`src/rtl/pulse_widen.sv`:
```
// pulse_widen: pulse stretcher. Any sampled-high input (or input rising edge in
// edge mode) produces a registered output pulse at least N clk cycles wide.
// Overlapping or abutting windows merge into one continuous high output.
//
// Parameters:
//   N         minimum output width in cycles (>= 1; N=1 gives a registered copy)
//   EDGE_TRIG 0: every high sample (re)starts the window; 1: only 0->1 edges
//   RETRIG    edge mode only; 1: a trigger while out is high restarts the window
//
// Ports:
//   clk  rising-edge clock
//   rst  asynchronous active-high reset
//   in   pulse/level to widen, synchronous to clk
//   out  widened pulse, registered (no combinational path from in)
module pulse_widen #(
  parameter int N         = 4,
  parameter int EDGE_TRIG = 0,
  parameter int RETRIG    = 1
) (
  input  logic clk,
  input  logic rst,
  input  logic in,
  output logic out
);

  localparam int CW = ($clog2(N + 1) < 1) ? 1 : $clog2(N + 1);

  logic [CW-1:0] cnt;
  logic          in_d;
  logic          trig;
  logic          accept;

  always_comb begin
    trig   = (EDGE_TRIG != 0) ? (in & ~in_d) : in;
    // Non-retriggerable edge mode ignores triggers while the window is open.
    accept = trig & (~out | (RETRIG != 0) | (EDGE_TRIG == 0));
  end

  // cnt holds the number of further high cycles still owed after this one.
  always_ff @(posedge clk or posedge rst) begin
    if (rst) begin
      out  <= 1'b0;
      cnt  <= '0;
      in_d <= 1'b0;
    end else begin
      in_d <= in;
      if (accept) begin
        out <= 1'b1;
        cnt <= CW'(N - 1);
      end else if (cnt != '0) begin
        out <= 1'b1;
        cnt <= cnt - 1'b1;
      end else begin
        out <= 1'b0;
      end
    end
  end

endmodule

```
`config.mk`:
```
export PLATFORM = sky130hd
export DESIGN_NAME = pulse_widen
export DESIGN_NICKNAME = d
export VERILOG_FILES = /design/src/rtl/pulse_widen.sv
export SDC_FILE = /design/constraint.sdc
export NUM_CORES = 1
export LEC_CHECK = 0
export CORE_AREA = 2 2 39 41
export CTS_CLUSTER_DIAMETER = 40
export DETAILED_ROUTE_END_ITERATION = 8
export DIE_AREA = 0 0 41 43
export RECOVER_POWER = 25
export SLEW_MARGIN = 20
export SYNTH_ARGS = -nofsm -noshare
export SYNTH_HDL_FRONTEND = slang
export SYNTH_SLANG_ARGS = --single-unit
```
`constraint.sdc`:
```
create_clock -name clk -period 1.5 [get_ports clk]
set_input_delay 0.3 -clock clk [delete_from_list [all_inputs] [get_ports clk]]
set_output_delay 0.3 -clock clk [all_outputs]
set_load 0.05 [all_outputs]
```
Word-level counts from Yosys, hierarchy flattened

Index checks and enable logic that the tools add are counted.

Bits in registers: 4
Output and inout bits: 1
Word-level logic and storage cells: 9

Add/sub/neg operators: 1
Multiplexer cells: 4
Reductions and logical operators: 2

Operators by type and width:

| cell                | count |
|---|---|
| $mux 3              | 2 |
| $reduce_bool 3->1   | 1 |
| $sub 3x1->3 const B | 1 |
| $mux 1              | 2 |
| $reduce_bool 2->1   | 1 |

Longest topological paths before layout

Gate-level depths: netlist of run 1.

Depth in word-level cells: 3
Mapped depth: 4
Depth with buffers taken out: 4

Least setup slack after synthesis of run 1

Ideal clock, no wire load.

Path kind: register to register
From: register cnt[0]
To: register cnt[2]
Setup time: 73 ps
Data arrival time: 1,039 ps
Path slack: 388 ps
Cell stages (with the launch flop): 5
Buffers on the path: 0
Path through: dfrtp_1 inv_1 ha_1 or3b_1 a21oi_2

Longest elaborated chain between the ends: 3
Elaborated cells on any way between the ends: 5

RTL lines:

| item                     | RTL line | source |
|---|---|---|
| start: declaration       | 28       | `logic [CW-1:0] cnt;` |
| start signal: assignment | 49       | `cnt <= CW'(N - 1);` |
| start signal: assignment | 52       | `cnt <= cnt - 1'b1;` |
| $sub 3x1->3              | 52       |  |
| $mux 3                   | 50       | `end else if (cnt != '0) begin` |
| $mux 3                   | 47       | `if (accept) begin` |

Several ways; a longest one is shown, not always the timed one. The select of a mux whose other input is x is not followed.
A chain may end at the register's enable or synchronous reset.

Worst setup path in the final report of run 1

Same ends and word-level chain as after synthesis.

==> results of run 1 <==
## report_power, final
part | internal (mW) | leakage, nW | total (mW) | switching (mW)
sequential | 0.122 | 0.0433 | 0.130 | 0.00807
clock | 0.0893 | 0.0138 | 0.131 | 0.0418
combinational | 0.0365 | 0.0796 | 0.0673 | 0.0308
## flip-flops by register name, indices dropped and copies added, names as in the netlist
name  cells
cnt       3
out       1
## kinds of logic after synthesis
kind of cell	Yosys count	synth area share
buf+inv	3	0.0517
flops	4	0.460
compound gates	1	0.0402
fa+ha+maj	2	0.115
simple gates	8	0.241
mux	2	0.0920
## layout make-up
class                           count  area (sq um)  share of cell area
Tap cell                           16          20.0              0.0667
Multi-Input combinational cell     13           106               0.354
Timing Repair Buffer                3          40.0               0.133
Sequential cell                     4           100               0.333
Inverter                            3          11.3              0.0375
Clock buffer                        3          22.5              0.0750
## how the worst max path moves through the flow
| stage | startpoint | to | slack (ns) |
|---|---|---|---|
| 2_1_floorplan | cnt[0] | cnt[2] | 0.39 |
| 3_3_place_gp | cnt[0] | cnt[2] | 0.34 |
| 3_5_place_dp | cnt[0] | cnt[2] | 0.33 |
| 4_1_cts | cnt[0] | cnt[2] | 0.32 |
| 5_1_grt | cnt[0] | cnt[2] | 0.28 |
| 6_report | cnt[0] | cnt[2] | 0.33 |
## synth_stat cells
| master | n | area [sq um] |
|---|---|---|
| a21oi_2 | 1 | 8.76 |
| or2b_1 | 1 | 7.51 |
| and2b_4 | 1 | 10.0 |
| nor2_1 | 2 | 7.51 |
| dfrtp_1 | 4 | 100 |
| inv_1 | 3 | 11.3 |
| nand2b_1 | 1 | 6.26 |
| ha_1 | 2 | 25.0 |
| mux2i_1 | 2 | 20.0 |
| nor2b_1 | 2 | 12.5 |
| or3b_1 | 1 | 8.76 |
## metal layers
layer	track usage	vias up	wire length, um
met5	0	-	0
met4	0.0200	0	0
met3	0.0628	0	40
met2	0.0719	7	143
met1	0.0554	71	131
li1	-	75	-
## worst max-delay path: cells and delay by family, from the launching register on
kind            cells  cell delay (ns)
buf+inv             1             0.06
simple gates        1             0.37
fa+ha+maj           1             0.20
flops               1             0.35
compound gates      1             0.12
## stage by stage
stage                     setup slack, ns  instance area [sq um]  utilization
after floorplan                     0.388                    218            -
after global placement              0.341                    278        0.201
after detailed placement            0.329                    278        0.201
after CTS                           0.317                    300        0.217
after global routing                0.276                    300        0.217
final                               0.334                    300        0.217
==> out/results.txt, run 1 <==
status: completed
beginning of the worst register-to-register path: cnt[0]
Routed WL: 315 um
RSZ-0062 raised after global routing: no
Worst-Margin Slew: 0.214 ns
final-layout worst hold slack: 0.395 ns
clock buffer depth: 2
worst vdd ir: 472 uV
Core Rows: 14
critical path peak fanout: 3
initial antenna violation count: 0
IO buf count: 3
Setup CP Type: reg2reg
Clk Latency, worst-skew pair: 0.23 ns
clk sinks: 4
drt wl/cell: 7.50 um
CP max-delay cell: or3b_1
pwr dens: 1090 nW/um^2
Critical Path AT: 1.33 ns
Lkg Pwr: 0.137 nW
cells on worst reg2reg path: 4
final setup violating endpoints: 0
Distinct cells, synth: 11
relative slew slack: 0.857
initial DRC count: 2
Layout Cells excl Fill: 42
Post-CTS Hold Buffers: 0
Tot Pwr: 0.329 mW
Inst Count DP: 39
Startpoint Class: register
Min Clock Period, post-route: 1.17 ns
sequential area share after synthesis: 0.460
R2R Setup Slk: 0.33 ns
most common cell after layout, fill and taps aside: dfrtp_1
vias in the first global route: 154
DRT Pass-1 Iters: 2
H-tree depth: 1
Ports: 4
FILL cells: 153
Fin Setup TNS: 0 ns
Fin Clk Skew: 0.00221 ns
worst endpoint required time: 1.66 ns
CP Cell Sequence: inv_1 > ha_1 > or3b_1 > a21oi_2
gr usage total: 0.0554
routed vias/inst: 3.64
Diodes inserted: 0
Mapped Area: 218 sq um
Mapped Nets: 25
Die ar.: 1760 sq um
total of max-cap violations: 0
period utilisation layout: 0.778
starting density of the core: 0.157
Post-DRT Antenna Nets: 0
DRC Markers: 0
Core Region: 1380 sq um
CP peak stage delay: 0.37 ns
Worst-path clk slew: 0.04 ns
post-DP HPWL: 245 um
Die Y: 43 um
largest net degree at the start of global routing: 7
Crit. End Element: register
setup bufs post-CTS: 0
worst reg2reg endpoint: cnt[2]
Vias: 153
chip width: 41 um
Yosys Warn Count: 0
# nets final: 33
commonest cells after routing, fill and taps aside: 4 x dfrtp_1, 3 x inv_1, 3 x clkbuf_4
CTS buffer count: 3
Avg Cell Area, Syn: 10.9 sq um
max-slew violation total from the final report: 0
share of cells above drive strength 1: 0.231
CTS tree: done
clock tree root buffer cell: clkbuf_4
Hold Path Class: in2async
Gate Count Post-Synth: 20
Final GP Congestion: 0.660
GR Overflow Total: 0
first-pass GRT wire length: 600 um
Layout area overhead: 37.9%
Synth Register Bits: 4
# resized after CTS: 0
Max Clock Freq: 0.857 GHz
Final Hold Vio Count: 0
Note: power is estimated with default switching activity, not from simulation.
==> run 2: changes to the inputs <==
Clock period 1.5 ns to 1 ns, I/O delays scaled along.
==> run 2 against run 1 <==
Compared with the run above: the flow now finishes with violations (negative setup slack); clock skew is 0.0017 ns lower; register-to-register slack got worse by 0.50 ns; clock power grew 51%; critical path type unchanged; highest routed layer unchanged; sequential power is 51% higher; die area stayed put; largest cell class unchanged; fmax about the same; critical endpoint unchanged.
==> out/results.txt, run 2 (synthesis gave the netlist of run 1 again) <==
Final Hold Vio Count: 0 (unchanged)
Post-DRT Antenna Nets: 0 (unchanged)
DRT Pass-1 Iters: 1 (-1)
CTS buffer count: 3 (unchanged)
Min Clock Period, post-route: 1.17 ns (+0.000488 ns)
Core Rows: 14 (unchanged)
Ports: 4 (unchanged)
Post-CTS Hold Buffers: 0 (unchanged)
Die Y: 43 um (unchanged)
most common cell after layout, fill and taps aside: dfrtp_1
initial DRC count: 0 (-2)
first-pass GRT wire length: 572 um (-4.7%)
routed vias/inst: 3.53 (-3.0%)
pwr dens: 1600 nW/um^2 (+46%)
Vias: 152 (-0.65%)
total of max-cap violations: 0 (unchanged)
commonest cells after routing, fill and taps aside: 4 x dfrtp_1, 3 x clkbuf_4
DRC Markers: 0 (unchanged)
Hold Path Class: in2async
H-tree depth: 1 (unchanged)
Lkg Pwr: 0.134 nW (-1.8%)
Worst-Margin Slew: 0.236 ns (+0.0224 ns)
critical path peak fanout: 2 (-1)
FILL cells: 148 (-3.3%)
setup bufs post-CTS: 0 (unchanged)
Crit. End Element: register
gr usage total: 0.0532 (-0.00223)
largest net degree at the start of global routing: 7 (unchanged)
initial antenna violation count: 0 (unchanged)
drt wl/cell: 8.26 um (+10%)
Design Area, Final: 323 sq um (+7.5%)
Critical Path AT: 1.32 ns (about the same)
clock tree root buffer cell: clkbuf_4
worst vdd ir: 377 uV (-20%)
dpl cell area: 285 sq um (+2.7%)
failing checks: negative setup slack
vias in the first global route: 149 (-3.2%)
Startpoint Class: register
share of cells above drive strength 1: 0.407 (+0.177)
Fin Setup TNS: -0.295 ns (-0.295 ns)
cells on worst reg2reg path: 4 (unchanged)
max-slew violation total from the final report: 0 (unchanged)
Die ar.: 1760 sq um (unchanged)
Fin Clk Skew: 0.000509 ns (-0.00170 ns)
post-DP HPWL: 262 um (+7.1%)
biggest regs: cnt: 3 flops, out: 1 flops
clock buffer depth: 2 (unchanged)
Largest Register: cnt
IO buf count: 3 (unchanged)
relative slew slack: 0.842 (-0.0150)
GR Overflow Total: 0 (unchanged)
Routed WL: 355 um (+13%)
Final GP Congestion: 0.582 (-12%)
status: finished with violations
chip width: 41 um (unchanged)
Clk Latency, worst-skew pair: 0.23 ns (about the same)
Core Region: 1380 sq um (unchanged)
Max Clock Freq: 0.857 GHz (about the same)
starting density of the core: 0.157 (unchanged)
max FFs per register: 3 (unchanged)
# nets final: 34 (+3.0%)
Setup WS post-layout: -0.167 ns (-0.500 ns)
CTS tree: done
Worst-path clk slew: 0.04 ns (about the same)
RSZ-0062 raised after global routing: yes
Diodes inserted: 0 (unchanged)
clk sinks: 4 (unchanged)
final setup violating endpoints: 3 (+3)
period utilisation layout: 1.17 (+0.389)
worst endpoint required time: 1.16 ns (-0.50 ns)
Setup CP Type: reg2reg
Layout area overhead: 48.3%
[run 2: stage by stage]
step | util | total power [mW] | hold slack, ns | instances | setup WS (ns)
global route | 0.233 | 0.555 | 0.309 | 43 | -0.205
floorplan | - | 0.267 | -0.0339 | 20 | -0.112
global placement | 0.206 | 0.304 | 0.402 | 40 | -0.126
finish | 0.233 | 0.515 | 0.294 | 43 | -0.167
CTS | 0.224 | 0.519 | 0.157 | 43 | -0.154
detailed placement | 0.206 | 0.306 | 0.402 | 40 | -0.156
[run 2: final timing paths]
check,from,endpoint,slack (ns)
hold / removal,rst,cnt[2],0.29
setup reg to reg,cnt[0],cnt[2],-0.17
min in group clk,cnt[2],cnt[2],0.55
hold reg to reg,cnt[2],cnt[2],0.55
max in group asynchronous,rst,cnt[0],0.55
setup / recovery,cnt[0],cnt[2],-0.17
[run 2: worst max-delay path, cell delays in order, from the launching register on]
cell and delay, ns:
dfrtp_1 0.35, inv_2 0.06, ha_2 0.18, or3b_1 0.36, a21oi_2 0.14
[run 2: cell type report]
cell class	count	area (sq um)	area share
clock buffers	3	22.5	0.0698
inverters	3	11.3	0.0349
multi-input cells	13	121	0.376
flip-flops and latches	4	100	0.310
well taps	16	20.0	0.0620
repair buffers	4	47.5	0.147
[run 2: layer usage]
metal / track usage / wire length, um
met5: 0 / 0
met4: 0.0400 / 0
met3: 0.0471 / 36
met2: 0.0594 / 140
met1: 0.0611 / 178
[run 2: timing repair]
item / 4_1_cts / 5_1_grt
gates cloned: 0 / 0
gates resized for setup: 2 / 3
pin swaps: 0 / 1
endpoints found under the setup margin: 3 / 4
[run 2: report_power, final]
group	internal, mW	leakage (nW)	switching [mW]	total [mW]
Sequential	0.183	0.0433	0.0125	0.196
Combinational	0.0638	0.0771	0.0583	0.122
Clock	0.134	0.0138	0.0635	0.198
Total	0.381	0.134	0.134	0.515
==> run 3: changes to the inputs <==
Settings changed: CELL_PAD_IN_SITES_DETAIL_PLACEMENT set to 1, CELL_PAD_IN_SITES_GLOBAL_PLACEMENT set to 1, PLACE_DENSITY_LB_ADDON set to 0.1.
==> run 3 against run 2 <==
Compared with the run above: the flow still finishes with violations (negative setup slack); critical endpoint unchanged; core utilization is 2.7 points higher; combinational power increased by 33%; sequential cell count stayed put; wire length grew 36%; largest cell class unchanged; cell area rose by 12%; first-iteration DRC count increased by 4; die area unchanged; critical path depth did not move; clock skew up 0.0091 ns; via count grew 16%; cell count grew 12%; non-clock buffer count rose by 5.
==> out/results.txt, run 3 (synthesis gave the netlist of run 1 again) <==
status: finished with violations
failing checks: negative setup slack
Switch Pwr: 0.156 mW (+16%)
Critical Path AT: 1.33 ns (about the same)
Clk Latency, worst-skew pair: 0.24 ns (about the same)
Routed WL: 483 um (+36%)
total of max-cap violations: 0 (unchanged)
IO buf count: 3 (unchanged)
dpl cell area: 293 sq um (+2.6%)
Final Hold Vio Count: 0 (unchanged)
gr usage total: 0.0817 (+0.0284)
Diodes inserted: 0 (unchanged)
CTS buffer count: 3 (unchanged)
pwr dens: 1580 nW/um^2 (-1.1%)
most common cell after layout, fill and taps aside: buf_4
CTS tree: done
Internal Power: 0.413 mW (+8.4%)
Worst-path clk slew: 0.04 ns (about the same)
biggest regs: cnt: 3 flops, out: 1 flops
Core Region: 1380 sq um (unchanged)
switching part of the total power: 0.274 (+0.0136)
chip width: 41 um (unchanged)
Ports: 4 (unchanged)
relative slew slack: 0.864 (+0.0219)
starting density of the core: 0.157 (unchanged)
vias in the first global route: 186 (+25%)
Startpoint Class: register
DP Worst Slack: -0.165 ns (-0.00874 ns)
Post-DRT Antenna Nets: 0 (unchanged)
CP Cell Sequence: inv_2 > ha_2 > or3b_1 > a21oi_2
Max Clock Freq: 0.867 GHz (+1.1%)
Comb power frac: 0.284 (+0.047)
critical path peak fanout: 2 (unchanged)
Fin Clk Skew: 0.00964 ns (+0.00913 ns)
commonest cells after routing, fill and taps aside: 6 x buf_4, 4 x dfrtp_1, 3 x clkbuf_4
CP peak stage delay: 0.36 ns (about the same)
Setup WS post-layout: -0.154 ns (+0.0132 ns)
clock tree root buffer cell: clkbuf_4
Layout area overhead: 65.5%
DRT Pass-1 Iters: 2 (+1)
initial DRC count: 4 (+4)
Design Area, Final: 360 sq um (+12%)
cells on worst reg2reg path: 4 (unchanged)
Crit. End Element: register
clock share of power: 0.369 (-0.014)
worst path bufs/invs: 1 (unchanged)
drt wl/cell: 10.1 um (+22%)
initial antenna violation count: 0 (unchanged)
Post-CTS Hold Buffers: 0 (unchanged)
max FFs per register: 3 (unchanged)
Die Y: 43 um (unchanged)
largest net degree at the start of global routing: 7 (unchanged)
clock buffer depth: 2 (unchanged)
DRC Markers: 0 (unchanged)
final setup violating endpoints: 3 (unchanged)
Lkg Pwr: 0.158 nW (+18%)
max-slew violation total from the final report: 0 (unchanged)
Die ar.: 1760 sq um (unchanged)
Min Clock Period, post-route: 1.15 ns (-0.0132 ns)
# nets final: 39 (+15%)
final-layout worst hold slack: 0.287 ns (-0.00706 ns)
CP max-delay cell: or3b_1
H-tree depth: 1 (unchanged)
Hold Path Class: in2async
Worst-Margin Slew: 0.203 ns (-0.0327 ns)
Setup CP Type: reg2reg
family with the most delay on the worst path: simple AND/OR/NAND/NOR gates
post-DP HPWL: 345 um (+32%)
worst vdd ir: 564 uV (+50%)
Vias: 176 (+16%)
routed vias/inst: 3.67 (+3.7%)
period utilisation layout: 1.15 (-0.0132)
first-pass GRT wire length: 800 um (+40%)
share of cells above drive strength 1: 0.500 (+0.0926)
Core Rows: 14 (unchanged)
Reg power frac: 0.347 (-0.033)
Stages on worst setup path: 4 (unchanged)
RSZ-0062 raised after global routing: yes
Largest Register: cnt
clk sinks: 4 (unchanged)
worst endpoint required time: 1.18 ns (+0.02 ns)
Final GP Congestion: 0.644 (+11%)
GR Overflow Total: 0 (unchanged)
## run 3: cell types whose count changed in the layout (fill, tap and decap cells not counted)
cell   change
buf_4      +5
## run 3: cell type report
class | instances | area, sq um
well taps | 16 | 20.0
flip-flops and latches | 4 | 100
repair buffers | 9 | 85.1
inverters | 3 | 11.3
fillers | 156 | 1020
clock buffers | 3 | 22.5
multi-input cells | 13 | 121
## run 3: final timing paths
check	from	endpoint	slack, ns
worst max-delay path	cnt[0]	cnt[2]	-0.15
worst min-delay path	rst	out	0.29
worst max register to register	cnt[0]	cnt[2]	-0.15
worst min register to register	cnt[2]	cnt[2]	0.58
max in group asynchronous	rst	cnt[1]	0.54
min in group clk	cnt[2]	cnt[2]	0.58
## run 3: power groups by stage
| stage | clock network, mW | logic (mW) | registers, mW |
|---|---|---|---|
| 6_report | 0.210 | 0.162 | 0.198 |
| 4_1_cts | 0.219 | 0.129 | 0.197 |
| 5_1_grt | 0.241 | 0.181 | 0.199 |
| 2_1_floorplan | 0 | 0.0656 | 0.201 |
| 3_3_place_gp | 0 | 0.114 | 0.196 |
| 3_5_place_dp | 0 | 0.118 | 0.197 |
## run 3: timing repair
action                                  4_1_cts  5_1_grt
buffers inserted                              1        3
gates resized for setup                       3        2
endpoints found under the setup margin        4        5
pin swaps                                     1        3
## run 3: through the flow
stage / setup TNS (ns) / total power, mW / instances / util
4_1_cts: -0.240 / 0.545 / 45 / 0.235
3_5_place_dp: -0.307 / 0.315 / 41 / 0.212
3_3_place_gp: -0.272 / 0.310 / 41 / 0.212
5_1_grt: -0.473 / 0.621 / 48 / 0.260
2_1_floorplan: -0.112 / 0.267 / 20 / -
6_report: -0.293 / 0.569 / 48 / 0.260
## run 3: routing by layer
layer	part of all wire	GRT usage	vias up	routed length (um)
met1	0.40	0.0749	80	193
met2	0.48	0.0969	8	233
li1	-	-	86	-
met3	0.099	0.0942	2	48
met4	0.017	0.0600	0	8
met5	0	0	-	0
